<file path="config.mk">
export PLATFORM = sky130hd
export DESIGN_NAME = addsub_serial_n
export DESIGN_NICKNAME = d
export VERILOG_FILES = /design/src/rtl/addsub_pkg.sv /design/src/rtl/addsub_digit.sv /design/src/rtl/addsub_serial_n.sv
export SDC_FILE = /design/constraint.sdc
export NUM_CORES = 1
export LEC_CHECK = 0
export CORE_MARGIN = 2
export CORE_UTILIZATION = 50
export CTS_CLUSTER_SIZE = 40
export DETAILED_ROUTE_END_ITERATION = 12
export GPL_ROUTABILITY_DRIVEN = 0
export MAX_ROUTING_LAYER = met4
export PLACE_DENSITY = 0.81
export SYNTH_ARGS = -nofsm -noshare
export SYNTH_HDL_FRONTEND = slang
export SYNTH_HIERARCHICAL = 1
export SYNTH_SLANG_ARGS = --single-unit
</file>
<file path="constraint.sdc">
create_clock -name CLK_in -period 3.04 [get_ports CLK_in]
set_input_delay 0.912 -clock CLK_in [delete_from_list [all_inputs] [get_ports CLK_in]]
set_output_delay 0.912 -clock CLK_in [all_outputs]
set_load 0.05 [all_outputs]
</file>
<file path="src/rtl/addsub_pkg.sv">
`default_nettype none
// +----------------------------------------------------------------------------+
// | addsub_pkg : FSM state encoding and step-count helper for addsub_serial_n  |
// | Revision   : 1.0                                                           |
// +----------------------------------------------------------------------------+
package addsub_pkg;

   typedef enum logic [1:0] {
      ST_IDLE = 2'd0,
      ST_RUN  = 2'd1,
      ST_DONE = 2'd2
   } state_t;

   // Number of digit cycles needed to cover the full operand width.
   function automatic int calc_steps(input int width, input int digit);
      return width / digit;
   endfunction

endpackage
`default_nettype wire

</file>
<file path="src/rtl/addsub_digit.sv">
`default_nettype none
// +----------------------------------------------------------------------------+
// | addsub_digit : combinational DIGIT-bit ripple-carry adder slice            |
// | Revision     : 1.0                                                         |
// +----------------------------------------------------------------------------+
module addsub_digit #(
   parameter int DIGIT = 2
) (
   input  logic [DIGIT-1:0] a_d,
   input  logic [DIGIT-1:0] b_d,
   input  logic             c_in,
   output logic [DIGIT-1:0] s_d,
   output logic             c_out
);

   logic [DIGIT:0] carry_w;

   assign carry_w[0] = c_in;

   for (genvar k = 0; k < DIGIT; k++) begin : g_bit
      assign s_d[k]       = a_d[k] ^ b_d[k] ^ carry_w[k];
      assign carry_w[k+1] = (a_d[k] & b_d[k]) | (carry_w[k] & (a_d[k] ^ b_d[k]));
   end

   assign c_out = carry_w[DIGIT];

endmodule
`default_nettype wire

</file>
<file path="src/rtl/addsub_serial_n.sv">
`default_nettype none
// +----------------------------------------------------------------------------+
// | addsub_serial_n : digit-serial signed/unsigned add/sub, start/done         |
// |                   handshake; ADDSUB_ACCUM_EN adds acc_sel (A = res).       |
// | Revision        : 1.0                                                      |
// +----------------------------------------------------------------------------+
module addsub_serial_n
   import addsub_pkg::*;
#(
   parameter int WIDTH = 8,
   parameter int DIGIT = 2
) (
   input  logic             CLK_in,
   input  logic             rst,
   input  logic             start,
   input  logic             add_min,
   input  logic             symbol,
   input  logic             cin,
`ifdef ADDSUB_ACCUM_EN
   input  logic             acc_sel,
`endif
   input  logic [WIDTH-1:0] a,
   input  logic [WIDTH-1:0] b,
   output logic [WIDTH-1:0] res,
   output logic             cout,
   output logic             overflow,
   output logic             busy,
   output logic             flag_end
);

   localparam int STEPS = calc_steps(WIDTH, DIGIT);
   localparam int CNT_W = (STEPS > 1) ? $clog2(STEPS) : 1;
   localparam logic [CNT_W-1:0] LAST_CNT = CNT_W'(STEPS - 1);

   if ((WIDTH % DIGIT) != 0) begin : g_bad_digit
      $error("addsub_serial_n: WIDTH must be a multiple of DIGIT");
   end
   if (WIDTH < 2) begin : g_bad_width
      $error("addsub_serial_n: WIDTH must be at least 2");
   end

   state_t             state_q,  state_d;
   logic [CNT_W-1:0]   cnt_q,    cnt_d;
   logic [WIDTH-1:0]   opa_q,    opa_d;
   logic [WIDTH-1:0]   opb_q,    opb_d;   // already inverted for subtract
   logic               add_q,    add_d;
   logic               sym_q,    sym_d;
   logic               carry_q,  carry_d;
   logic [WIDTH-1:0]   res_q,    res_d;
   logic               cout_q,   cout_d;
   logic               ovf_q,    ovf_d;

   logic [DIGIT-1:0]   dig_a;
   logic [DIGIT-1:0]   dig_b;
   logic [DIGIT-1:0]   dig_s;
   logic               dig_c;
   logic               acc_use;
   logic               cout_new;

`ifdef ADDSUB_ACCUM_EN
   assign acc_use = acc_sel;
`else
   assign acc_use = 1'b0;
`endif

   always_comb begin
      dig_a = opa_q[int'(cnt_q) * DIGIT +: DIGIT];
      dig_b = opb_q[int'(cnt_q) * DIGIT +: DIGIT];
   end

   addsub_digit #(
      .DIGIT (DIGIT)
   ) u_digit (
      .a_d   (dig_a),
      .b_d   (dig_b),
      .c_in  (carry_q),
      .s_d   (dig_s),
      .c_out (dig_c)
   );

   // Subtract reports borrow, which is the inverted carry of a + ~b + ~cin.
   assign cout_new = add_q ? dig_c : ~dig_c;

   always_comb begin
      state_d = state_q;
      cnt_d   = cnt_q;
      opa_d   = opa_q;
      opb_d   = opb_q;
      add_d   = add_q;
      sym_d   = sym_q;
      carry_d = carry_q;
      res_d   = res_q;
      cout_d  = cout_q;
      ovf_d   = ovf_q;

      case (state_q)
         ST_IDLE, ST_DONE: begin
            if (start) begin
               state_d = ST_RUN;
               cnt_d   = '0;
               add_d   = add_min;
               sym_d   = symbol;
               opa_d   = acc_use ? res_q : a;
               opb_d   = add_min ? b : ~b;
               carry_d = add_min ? cin : ~cin;
            end
         end
         ST_RUN: begin
            res_d[int'(cnt_q) * DIGIT +: DIGIT] = dig_s;
            carry_d = dig_c;
            if (cnt_q == LAST_CNT) begin
               state_d = ST_DONE;
               cout_d  = cout_new;
               ovf_d   = sym_q ? ((opa_q[WIDTH-1] == opb_q[WIDTH-1]) &&
                                  (dig_s[DIGIT-1] != opa_q[WIDTH-1]))
                               : cout_new;
            end else begin
               cnt_d = cnt_q + CNT_W'(1);
            end
         end
         default: begin
            state_d = ST_IDLE;
         end
      endcase
   end

   always_ff @(posedge CLK_in) begin
      if (rst) begin
         state_q <= ST_IDLE;
         cnt_q   <= '0;
         opa_q   <= '0;
         opb_q   <= '0;
         add_q   <= 1'b0;
         sym_q   <= 1'b0;
         carry_q <= 1'b0;
         res_q   <= '0;
         cout_q  <= 1'b0;
         ovf_q   <= 1'b0;
      end else begin
         state_q <= state_d;
         cnt_q   <= cnt_d;
         opa_q   <= opa_d;
         opb_q   <= opb_d;
         add_q   <= add_d;
         sym_q   <= sym_d;
         carry_q <= carry_d;
         res_q   <= res_d;
         cout_q  <= cout_d;
         ovf_q   <= ovf_d;
      end
   end

   assign res      = res_q;
   assign cout     = cout_q;
   assign overflow = ovf_q;
   assign busy     = (state_q == ST_RUN);
   assign flag_end = (state_q == ST_DONE);

endmodule
`default_nettype wire

</file>
==> results.txt <==
Max incr delay on CP - 810 ps
Pwr dens - 433 nW/um2
I/O pins - 34
Final-stage net count - 254
Post-CTS sizing - 0
Skew final - 7.22 ps
Nature of the critical path endpoint - output port
CP Depth - 2
Cts hold-fix bufs - 0
CP required - 2130 ps
Final worst slack - 230 ps
Synthesized instance count - 191
Die Height - 61.6 um
Largest net degree at the start of global routing - 35
Cell taking the most area after synthesis - dfxtp_1
Clock transition at path regs - 90 ps
Fin crit period - 2810 ps
# rows - 20
Initial Util - 0.534
Fraction of layout cells with a size suffix above 1 - 0.0933
DR pass1 iterations - 4
DR vias/cell - 5.03
Worst Setup Start Kind - flop
Worst Path Arrival - 1900 ps
RSZ-0062 raised after global routing - no
Most common cell after layout, fill and taps aside - nand2_1
WS Path Type - flop to output port
Worst setup endpoint - busy
Crit path cell chain - and2b_2, clkdlybuf4s50_1
Synth area leaders - dfxtp_1, nand2_1, a21oi_1, mux4_2, xnor2_1
Clk Latency, worst-skew pair - 340 ps
Max_cap viols - 0
Seq/Total Area, Yosys - 0.398
Syn avg cell area - 8.68 um2
Setup Buffers After CTS - 0
Leakage - 0.756 nW
TritonCTS clock tree - yes
Outcome - complete, no violations
Fin area - 2080 um2
Highest Clock Rate - 0.356 GHz
R2R Path Start - cnt_q[1]
Chip width - 61.6 um
DP HPWL - 2360 um
Synth-to-Final Area Change - 25.2%
Max-slew violations - 0
R2r setup slk - 500 ps
Synthesized area - 1660 um2
Routed WL - 3180 um
Most frequent cells in the layout - nand2_1, dfxtp_1, clkdlybuf4s50_1
Initial antenna violation count - 0
Vias - 1353
Cell with the largest stage delay on the worst path - clkdlybuf4s50_1
Fin crit share - 0.924
Sink Count - 33
Gr ovfl total - 0
Pre-CTS setup slack - 531 ps
Worst Path Buf+Inv - 1
Total power draw - 0.000900 W
Hold path startpoint - opb_q[5]
Top delay family on crit path - buffers and inverters
Crit path max fanout - 11
Yosys synthesis warning count - 6
CTS H-tree lvls - 2
First-pass GRT wire length - 5640 um
Yosys reg bits - 33
Synth unique cells - 33
Worst reg-to-reg path cell count - 8
Tightest Pin Transition - 492 ps
Worst Hold Class - flop to flop
DIE AREA - 3790 um2
Fillers - 289
Reg2reg end - overflow
Clock root buffer master - clkbuf_4
Clock tree buffer depth - 2
Final ANT Viol Nets - 0
Worst VDD drop - 270 uV
Final hold vios - 0
Worst Setup SP - state_q[0]
Mean routed wirelength per cell - 11.8 um
IO Port Bufs - 33
# DRC - 0
Top cell type's share of synthesized area - 0.398
Setup TNS - 0 ps
Total track usage - 0.210
Syn_nets - 220
Vias in the first global route - 1356
CTS Buf Count - 5
Placed cell area - 2020 um2
Hold WS - 455 ps
Core box area - 3100 um2
DR iter-0 viols - 64
ANT cells - 0
Max_slew headroom - 0.671
Final setup violation count - 0
-- cell families after synthesis --
group / after synthesis / synth area share
AND/OR/NAND/NOR: 82 / 0.253
buffers and inverters: 22 / 0.0611
flip-flops: 33 / 0.398
multiplexers: 4 / 0.0543
adder cells (fa/ha/maj): 7 / 0.0619
XOR/XNOR: 10 / 0.0528
AO/OA/AOI/OAI: 33 / 0.118
-- synthesized netlist by cell type --
library cell,count
inv_1,11
nor3_1,1
and2_1,1
nand2_1,45
dfxtp_1,33
and2b_1,2
nor4bb_1,1
buf_4,1
nand3_1,4
and3b_1,2
nor2_1,5
mux4_2,4
o41ai_1,1
o221a_2,1
a32oi_1,2
a21oi_1,26
xnor2_1,10
nand2b_4,1
nor3b_1,1
nand4_1,3
and2b_2,1
clkbuf_1,3
o21ai_0,1
buf_6,1
a21oi_2,1
or3b_4,1
buf_2,6
nand3b_1,8
nand2b_1,3
ha_1,5
fa_1,2
nor2b_1,3
a2111oi_2,1
-- sequential cells by signal, summed over array words and instances, names as in the netlist --
signal / count
cout: 1
carry_q: 1
opb_q: 8
state_q: 2
cnt_q: 2
res: 8
overflow: 1
opa_q: 8
sym_q: 1
add_q: 1
-- worst min path at each step --
| stage | to | cells after the start |
|---|---|---|
| after floorplan | opb_q[4] | 2 |
| after global placement | res[3] | 2 |
| after detailed placement | opb_q[4] | 2 |
| after CTS | opb_q[5] | 2 |
| after global routing | opb_q[6] | 2 |
| final | opb_q[5] | 2 |
-- layer usage --
layer | global-route usage | wire length [um]
met1 | 0.228 | 1420
met2 | 0.343 | 1500
met3 | 0.0651 | 168
met4 | 0.106 | 87
met5 | - | 0
-- metrics by stage --
| step | instances | util |
|---|---|---|
| 6_report | 269 | 0.669 |
| 5_1_grt | 269 | 0.669 |
| 4_1_cts | 269 | 0.669 |
| 3_5_place_dp | 262 | 0.651 |
| 3_3_place_gp | 262 | 0.651 |
| 2_1_floorplan | 191 | - |
-- report_power, final --
group / switching (W) / internal [W] / leakage [nW]
logic: 0.0000905 / 0.0000895 / 0.455
clock network: 0.000140 / 0.000109 / 0.0314
registers: 0.0000168 / 0.000454 / 0.269
-- area by class of cell --
| type | instances | area, um2 | area share |
|---|---|---|---|
| well taps | 44 | 55.1 | 0.0265 |
| inverters | 11 | 41.3 | 0.0199 |
| clock buffers | 7 | 55.1 | 0.0265 |
| flip-flops and latches | 33 | 661 | 0.318 |
| repair buffers | 38 | 368 | 0.177 |
| multi-input cells | 136 | 896 | 0.432 |
-- worst reg2reg max path: stages, from the launching register on --
cell,delay [ps]
dfxtp_1,520
mux4_2,250
inv_1,50
fa_1,430
fa_1,430
inv_1,130
nand2b_1,80
o221a_2,270
o41ai_1,300
(Power assumes the default switching activity.)
